`src/rtl/branch_pkg.sv`:
```
// Shared branch command encoding and resolver state types.
package branch_pkg;

    localparam int CMD_W = 3;

    typedef logic [CMD_W-1:0] br_cmd_t;

    localparam br_cmd_t CMD_NONE = 3'd0;
    localparam br_cmd_t CMD_BEZ  = 3'd1;
    localparam br_cmd_t CMD_BNE  = 3'd2;
    localparam br_cmd_t CMD_JMP  = 3'd3;
    localparam br_cmd_t CMD_BEQ  = 3'd4;
    localparam br_cmd_t CMD_BLT  = 3'd5;
    localparam br_cmd_t CMD_BGE  = 3'd6;
    localparam br_cmd_t CMD_BLTU = 3'd7;

    typedef enum logic {
        ST_IDLE  = 1'b0,
        ST_FLUSH = 1'b1
    } br_state_t;

endpackage

```
`src/rtl/br_cond_eval.sv`:
```
// Combinational branch condition evaluation over full-width operands.
module br_cond_eval
    import branch_pkg::*;
#(
    parameter int WIDTH = 32
) (
    input  logic [WIDTH-1:0] reg1,
    input  logic [WIDTH-1:0] reg2,
    input  br_cmd_t          br_cmd,
    output logic             cond
);

    // Decode the command into a taken/not-taken condition.
    always_comb begin
        cond = 1'b0;
        case (br_cmd)
            CMD_NONE: cond = 1'b0;
            CMD_BEZ:  cond = (reg1 == '0);
            CMD_BNE:  cond = (reg1 != reg2);
            CMD_JMP:  cond = 1'b1;
            CMD_BEQ:  cond = (reg1 == reg2);
            CMD_BLT:  cond = ($signed(reg1) <  $signed(reg2));
            CMD_BGE:  cond = ($signed(reg1) >= $signed(reg2));
            CMD_BLTU: cond = (reg1 < reg2);
            default:  cond = 1'b0;
        endcase
    end

endmodule

```
`src/rtl/branch_resolver.sv`:
```
// Registered branch resolution: taken pulse, target register, multi-cycle
// flush sequencing with stall, and a saturating taken-branch counter.
module branch_resolver
    import branch_pkg::*;
#(
    parameter int WIDTH        = 32,
    parameter int PC_WIDTH     = 32,
    parameter int FLUSH_CYCLES = 2,
    parameter int CNT_WIDTH    = 16
) (
    input  logic                 clk,
    input  logic                 rst_n,
    input  logic                 valid_in,
    input  logic                 stall,
    input  logic [CMD_W-1:0]     br_cmd,
    input  logic [WIDTH-1:0]     reg1,
    input  logic [WIDTH-1:0]     reg2,
    input  logic [PC_WIDTH-1:0]  target_pc,
    output logic                 br_taken,
    output logic [PC_WIDTH-1:0]  br_target,
    output logic                 flush,
    output logic                 busy,
    output logic [CNT_WIDTH-1:0] taken_count
);

    // Flush counter only ever holds FLUSH_CYCLES-1 down to 0.
    localparam int            FCW     = (FLUSH_CYCLES > 1) ? $clog2(FLUSH_CYCLES) : 1;
    localparam logic [FCW-1:0] FC_LOAD = FCW'(FLUSH_CYCLES - 1);
    // A single-cycle flush never needs the FLUSH state.
    localparam bit            MULTI   = (FLUSH_CYCLES > 1);

    br_state_t      state, state_nxt;
    logic [FCW-1:0] fcnt;
    logic           cond;
    logic           accept;
    logic           fcnt_done;
    logic           load_cnt;
    logic           dec_cnt;
    logic           flush_nxt;

    br_cond_eval #(.WIDTH(WIDTH)) u_cond (
        .reg1   (reg1),
        .reg2   (reg2),
        .br_cmd (br_cmd_t'(br_cmd)),
        .cond   (cond)
    );

    // A branch is taken only when idle with flush already low, so the
    // earliest re-acceptance is the first cycle flush reads 0.
    assign accept    = (state == ST_IDLE) && valid_in && !stall && cond && !flush;
    assign fcnt_done = (fcnt == '0);

    // State register.
    always_ff @(posedge clk or negedge rst_n) begin
        if (!rst_n) state <= ST_IDLE;
        else        state <= state_nxt;
    end

    // Next-state: enter FLUSH on a taken branch, leave when the counter
    // expires on an unstalled cycle.
    always_comb begin
        state_nxt = state;
        case (state)
            ST_IDLE:  if (accept && MULTI)       state_nxt = ST_FLUSH;
            ST_FLUSH: if (!stall && fcnt_done)   state_nxt = ST_IDLE;
            default:                             state_nxt = ST_IDLE;
        endcase
    end

    // Control strobes for the datapath registers.
    always_comb begin
        load_cnt  = accept;
        dec_cnt   = 1'b0;
        flush_nxt = 1'b0;
        case (state)
            ST_IDLE:  flush_nxt = accept;
            ST_FLUSH: begin
                dec_cnt   = !stall && !fcnt_done;
                flush_nxt = stall || !fcnt_done;
            end
            default:  flush_nxt = 1'b0;
        endcase
    end

    // Output, target, flush counter and statistics registers.
    always_ff @(posedge clk or negedge rst_n) begin
        if (!rst_n) begin
            br_taken    <= 1'b0;
            br_target   <= '0;
            flush       <= 1'b0;
            fcnt        <= '0;
            taken_count <= '0;
        end else begin
            br_taken <= accept;
            flush    <= flush_nxt;
            if (accept) begin
                br_target <= target_pc;
                if (taken_count != '1) taken_count <= taken_count + 1'b1;
            end
            if (load_cnt)     fcnt <= FC_LOAD;
            else if (dec_cnt) fcnt <= fcnt - 1'b1;
        end
    end

    assign busy = (state == ST_FLUSH);

endmodule

```
`config.mk`:
```
export PLATFORM = sky130hd
export DESIGN_NAME = branch_resolver
export DESIGN_NICKNAME = d
export VERILOG_FILES = /design/src/rtl/branch_pkg.sv /design/src/rtl/br_cond_eval.sv /design/src/rtl/branch_resolver.sv
export SDC_FILE = /design/constraint.sdc
export NUM_CORES = 1
export LEC_CHECK = 0
export ABC_AREA = 1
export CORE_MARGIN = 2
export CORE_UTILIZATION = 40
export CTS_BUF_LIST = sky130_fd_sc_hd__clkbuf_4 sky130_fd_sc_hd__clkbuf_8
export CTS_CLUSTER_DIAMETER = 30
export DETAILED_ROUTE_END_ITERATION = 10
export PLACE_DENSITY = 0.78
export SKIP_LAST_GASP = 1
export SLEW_MARGIN = 20
export SYNTH_ARGS = -nofsm -noshare
export SYNTH_HDL_FRONTEND = slang
export SYNTH_SLANG_ARGS = --single-unit
```
`constraint.sdc`:
```
create_clock -name clk -period 2.1 [get_ports clk]
set_input_delay 0.42 -clock clk [delete_from_list [all_inputs] [get_ports clk]]
set_output_delay 0.42 -clock clk [all_outputs]
set_load 0.01 [all_outputs]
```
* Word-level counts from Yosys, hierarchy flattened
Index checks and enable logic that the tools add are counted.
Widths: inputs -> output; s select.
** Word-level totals
- Logic and storage cells :: 44
- Input port bits :: 103
- Flip-flop bits (word level) :: 52
** Operators by class
- Add/subtract/negate cells :: 2
- Eq/ne operators :: 10
- Bitwise operators :: 2
- Mux-type cells :: 8
- Reductions and logical operators :: 13
- $lt $le $gt $ge :: 3
** Operator list (count)
- $lt 32x32->1 :: 2
- $eq 32x32->1 :: 1
- $ge 32x32->1 :: 1
- $logic_not 32->1 :: 1
- $ne 32x32->1 :: 1
- $add 16x1->16 const B :: 1
- $ne 16x16->1 const B :: 1
- $eq 3x3->1 const B :: 4
- $pmux 1 s8 :: 1
- $eq 3x2->1 const B :: 2
- $logic_and 1x1->1 :: 6
- $mux 1 :: 5
- $pmux 1 s2 :: 2
- $eq 3x1->1 const B :: 1
- $logic_not 3->1 :: 1
- $logic_not 1->1 :: 2
- $not 1->1 :: 2
- $reduce_and 2->1 :: 1
- $reduce_bool 2->1 :: 1
- $logic_or 1x1->1 :: 1
- $sub 1x1->1 const B :: 1

* Depth between registers and ports, before layout
- Depth after elaboration :: 7
- Mapped depth :: 23
- Mapped depth without buffers :: 22

* Modules after synthesis
From an unflattened synthesis, not the netlist that was laid out.
** Unflattened totals
- Cell total of the unflattened synthesis :: 489
- Area, all modules :: 3488.3 um2
** Modules (own cells, without submodules)
- branch_resolver :: instances 1, cells each 304, area an instance 2401.1 um2
- br_cond_eval :: instances 1, cells each 185, area an instance 1087.3 um2

* Worst setup path before layout
Ideal clock, no wire load.
- Path type :: input port to flip-flop
- From :: input reg2[19]
- To :: register taken_count[0]
- Data arrival time :: 2.039 ns
- Stages :: 14
- Buffers on the path :: 1
- Library setup time :: 0.119 ns
- Path slack :: -0.057 ns
- Cells stage by stage :: inv_1 ha_1 a21o_1 o21ai_1 nand2_1 a21oi_1 nand3_1 nand3_1 nand2_1 nand2_4 nand3_2 buf_6 nand2_1 nand2_1
** On the way
- Word-level cells in the longest chain between the ends :: 5
- Elaborated cells on any way between the ends :: 9
- Those cells by class :: 3 x order compare; 2 x eq/ne; 1 x mux; 3 x reduce/logical
** RTL lines
- start, declared :: RTL line branch_resolver.sv:17 : input logic [WIDTH-1:0] reg2,
- $lt 32x32->1, or another cell as far along :: RTL line br_cond_eval.sv:24 : CMD_BLTU: cond = (reg1 < reg2);
- $pmux 1 s8 (*) :: RTL line br_cond_eval.sv:16 : case (br_cmd)
- $logic_and 1x1->1 (*) (2 in series) :: RTL line branch_resolver.sv:50 : assign accept = (state == ST_IDLE) && valid_in && !stall && cond && !flush;
- $reduce_and 2->1 (no line) (*)
- end signal, assigned :: RTL line branch_resolver.sv:98 : if (taken_count != '1) taken_count <= taken_count + 1'b1;
- end, declared :: RTL line branch_resolver.sv:23 : output logic [CNT_WIDTH-1:0] taken_count
Every way passes the cells marked *; elsewhere a longest branch is shown, timed or not.
A chain may end at the register's enable or synchronous reset.

* Worst setup path after layout
- From :: input br_cmd[2]
- To :: register br_target[15]
** On the way
- Word-level cells in the longest chain between the ends :: 4
- Elaborated cells on any way between the ends :: 11
- Those cells by class :: 7 x eq/ne; 1 x mux; 3 x reduce/logical
** RTL lines
- start, declared :: RTL line branch_resolver.sv:15 : input logic [CMD_W-1:0] br_cmd,
- $eq 3x3->1, or another cell as far along :: RTL line br_cond_eval.sv:16
- $pmux 1 s8 (*) :: RTL line br_cond_eval.sv:16
- $logic_and 1x1->1 (*) (2 in series) :: RTL line branch_resolver.sv:50
- end signal, assigned :: RTL line branch_resolver.sv:97 : br_target <= target_pc;
- end, declared :: RTL line branch_resolver.sv:20 : output logic [PC_WIDTH-1:0] br_target,
Marked as above.

==> impl_summary.md <==
Clock network
Clock tree synthesis inserted a total of 5 buffers. The level count of the clock H-tree is 2. The maximum clock insertion buffer count is 2. In this run the clock root is driven by a sky130_fd_sc_hd__clkbuf_8. TritonCTS built the clock tree. The register clock-pin slew on the reported worst setup and hold paths is 110 ps. The clock net sink count is 51. Clock latency on the worst-skew pair, taken at its later pin, is 310 ps.

Power
Of the total power, the clock network draws 14.6%. Power comes to 4140 uW. The worst-case IR drop observed on VDD is a little under 600 uV.

The cell area power density is roughly 700 mW/mm^2. The relative contribution of sequential cells to total power is 37.7%. The combinational cell fraction of total power is 47.7%. Net switching is 36.5% of the power.

The reported net switching power is 1510 uW. The leakage power is 0.00283 uW. The cell internal power dissipation is ~2600 uW.

Synth
The portion of the post-synthesis area used by sequential elements is 37.7%. Synthesis instantiated 28 different standard cells from the library. Averaged over all synthesized cells, the footprint is 7.36 sq um. The number of nets produced by synthesis is 596.

The post-synthesis instance total is 460. The mapped cell area is 0.00339 sq mm. Yosys printed 0 warnings. Synthesis inferred 51 register bits.

STA
The sum of negative setup slack is 0 ps. The total of endpoints with negative setup slack in the final report is 0. Based on the critical path, the design can be clocked at up to 0.478 GHz.

The smallest clock period supported by the final layout is computed as 2090 ps. The clock arrives with ~10 ps of skew. The total count of hold-check failures in the final report was 0. The final clock period utilization by the worst path is about 100%.

The tightest slew margin relative to the limit is about three fifths. Setup repair after global routing could not meet its margin everywhere. The final count of pins violating max slew is 0. At the pin with the least slew margin, the transition time is 595 ps. The worst hold slack after final layout is 93.6 ps.

Routing
In the routed design, unresolved DRC markers number 0. The vias per cell is 5.03. The average wire per cell in the routed design is 15.5 microns. The number of antenna-violating nets in the routed design is 0.

The overall via count from detail_route is 3,757. The detailed router finished its first iteration with 97 violations. The first-pass iteration count of the detailed router is 4. The wire length reported by the detailed router is roughly 12,000 microns.

Die
Once the floorplan was initialized, standard cells occupied 41.2% of the core. In this run the count of I/O pins placed on the die edge is approximately 150. The die is 96.0 microns tall. The die covers 0.00922 sq mm.

In this run the core area contains 33 standard-cell rows. The core area is 0.00822 sq mm. From left edge to right edge, the die measures roughly 96 microns.

Setup path
The worst register-to-register path has a depth of 10. STA puts the critical path data arrival time at 2290 ps. The critical path class is input port to flop. The reg-to-reg setup timing slack is roughly 210 ps. The kind of start point of the critical path is an input port. The required time at the worst-slack endpoint is between 2000 and 2500 ps. The kind of end point of the critical path is a flop. Of all nets on the critical path, the largest fanout is 6.

Finish
For this run, the post-layout net count is 777. After filler insertion, the fill cell instance count of the layout stands at 626. With fillers left out, the area of the finished cells amounts to 0.00591 sq mm.

The area of all sequential standard cells is roughly 0.0013 sq mm. In the layout the commonest cells are sky130_fd_sc_hd__nand2_1 (126), sky130_fd_sc_hd__clkdlybuf4s50_1 (87), sky130_fd_sc_hd__dfrtp_1 (51). The area growth from synthesis to final layout is 74.5%. The fraction of final layout cells with drive strength greater than 1 is 39.1%.

The post-route core utilization is 71.9%. In the final layout, the multi-input gates occupy 0.00256 sq mm. The most common cell after layout, fill and taps aside is sky130_fd_sc_hd__nand2_1. The count of inserted antenna diode cells is 0.

Hold path
The worst min-delay path category is input port to async pin.

Status
The run finished with clean final reports.

Place
The instance area after placement is 0.00520 sq mm. During placement, the flow inserted port buffers numbering 153. The HPWL after detailed placement is ~7700 microns. The congestion estimate from routability-driven global placement came to about 0.9.

GRT
The first-pass GRT wire length is between 15,000 and 20,000 microns. The largest net degree at the start of global routing is 28. Global routing finished with a remaining overflow of 0. The number of antenna violations at the first check in global routing is 0. The overall track demand over capacity in global routing is 23.4%. The number of global-route vias before repair is 3,742.

Flow run
The tool flagged a number of max-cap violations equal to 0.
[repair_timing]
action                                  in CTS  in global routing
buffers inserted                             4                  1
endpoints found under the setup margin      51                 51
gates cloned                                 5                  3
pin swaps                                   65                 82
gates resized for setup                    168                208
hold buffers                                 0                  0
[layout make-up]
type	count	area share (%)
repair inverters	2	0.423
inverters	58	4.04
clock inverters	3	0.466
well taps	105	2.22
repair buffers	181	26.7
flip-flops and latches	51	21.6
multi-input cells	342	43.4
clock buffers	5	1.16
[synth_stat cells (all sizes together)]
library cell / count / area [sq um]
buf: 9 / 80.1
or3: 1 / 6.26
a21o: 2 / 15.0
a21oi: 14 / 70.1
nand4: 23 / 144
nor2: 32 / 130
nor3: 10 / 50.1
o21a: 2 / 15.0
xor2: 8 / 70.1
nand2: 188 / 723
clkbuf: 2 / 7.51
o21ai: 5 / 25.0
nand3: 13 / 70.1
dfrtp: 51 / 1280
xnor2: 6 / 52.6
nor4: 3 / 18.8
ha: 33 / 413
inv: 58 / 220
[path summary, 6_finish.rpt]
check                                     from             end
worst max-delay path                 br_cmd[2]   br_target[15]
worst min register to register   br_target[14]   br_target[14]
worst min-delay path                     rst_n    br_target[7]
min in group clk                 br_target[14]   br_target[14]
worst max register to register  taken_count[0]  taken_count[2]
max in group asynchronous                rst_n  taken_count[5]
[logic make-up after synthesis]
kind of cell               after synthesis  share of synthesized area (%)
xor gates and xnor gates                14                           3.62
adders and majority gates               33                           12.2
AOI/OAI and AO/OA                       23                           3.69
and+or+nand+nor                        270                           33.7
DFF                                     51                           37.7
buffers and inverters                   69                           9.09
[sequential cells by signal, summed over array words and instances, names as in the netlist]
signal,count
br_target,32
taken_count,16
br_taken,1
fcnt,1
flush,1
[power by group through the flow]
stage | clock network, uW | registers [uW] | logic (uW)
after floorplan | 0 | 1640 | 527
after CTS | 621 | 1530 | 1800
after detailed placement | 0 | 1520 | 1700
after global routing | 659 | 1600 | 2140
final | 605 | 1560 | 1980
after global placement | 0 | 1510 | 1650
[layer usage]
| layer | global-route usage [%] | share of wire, % | up-vias |
|---|---|---|---|
| li1 | - | - | 1824 |
| met1 | 26.3 | 38 | 1766 |
| met2 | 44.6 | 55 | 139 |
| met5 | 0 | 0 | - |
| met3 | 4.62 | 5.0 | 28 |
| met4 | 6.19 | 2.2 | 0 |
[worst max-delay path: stages]
cell,delay (ps)
sky130_fd_sc_hd__clkdlybuf4s50_1,470
sky130_fd_sc_hd__nor2_1,120
sky130_fd_sc_hd__nand4_1,150
sky130_fd_sc_hd__nor3_2,180
sky130_fd_sc_hd__nand2_1,100
sky130_fd_sc_hd__nand2_1,80
sky130_fd_sc_hd__nor2_1,50
sky130_fd_sc_hd__nand2_1,60
sky130_fd_sc_hd__inv_2,40
sky130_fd_sc_hd__nand2_2,50
sky130_fd_sc_hd__inv_2,50
sky130_fd_sc_hd__nand2_8,110
sky130_fd_sc_hd__nand2_8,110
sky130_fd_sc_hd__buf_12,180
sky130_fd_sc_hd__nand2_4,50
sky130_fd_sc_hd__nand2_2,40
[per-stage QoR]
step | instances | setup WS, ps
floorplan | 460 | -6.66
global route | 747 | -130
finish | 747 | 8.62
global placement | 728 | -668
CTS | 743 | 1.23
detailed placement | 728 | -769
Power figures use the tool's default switching activity.
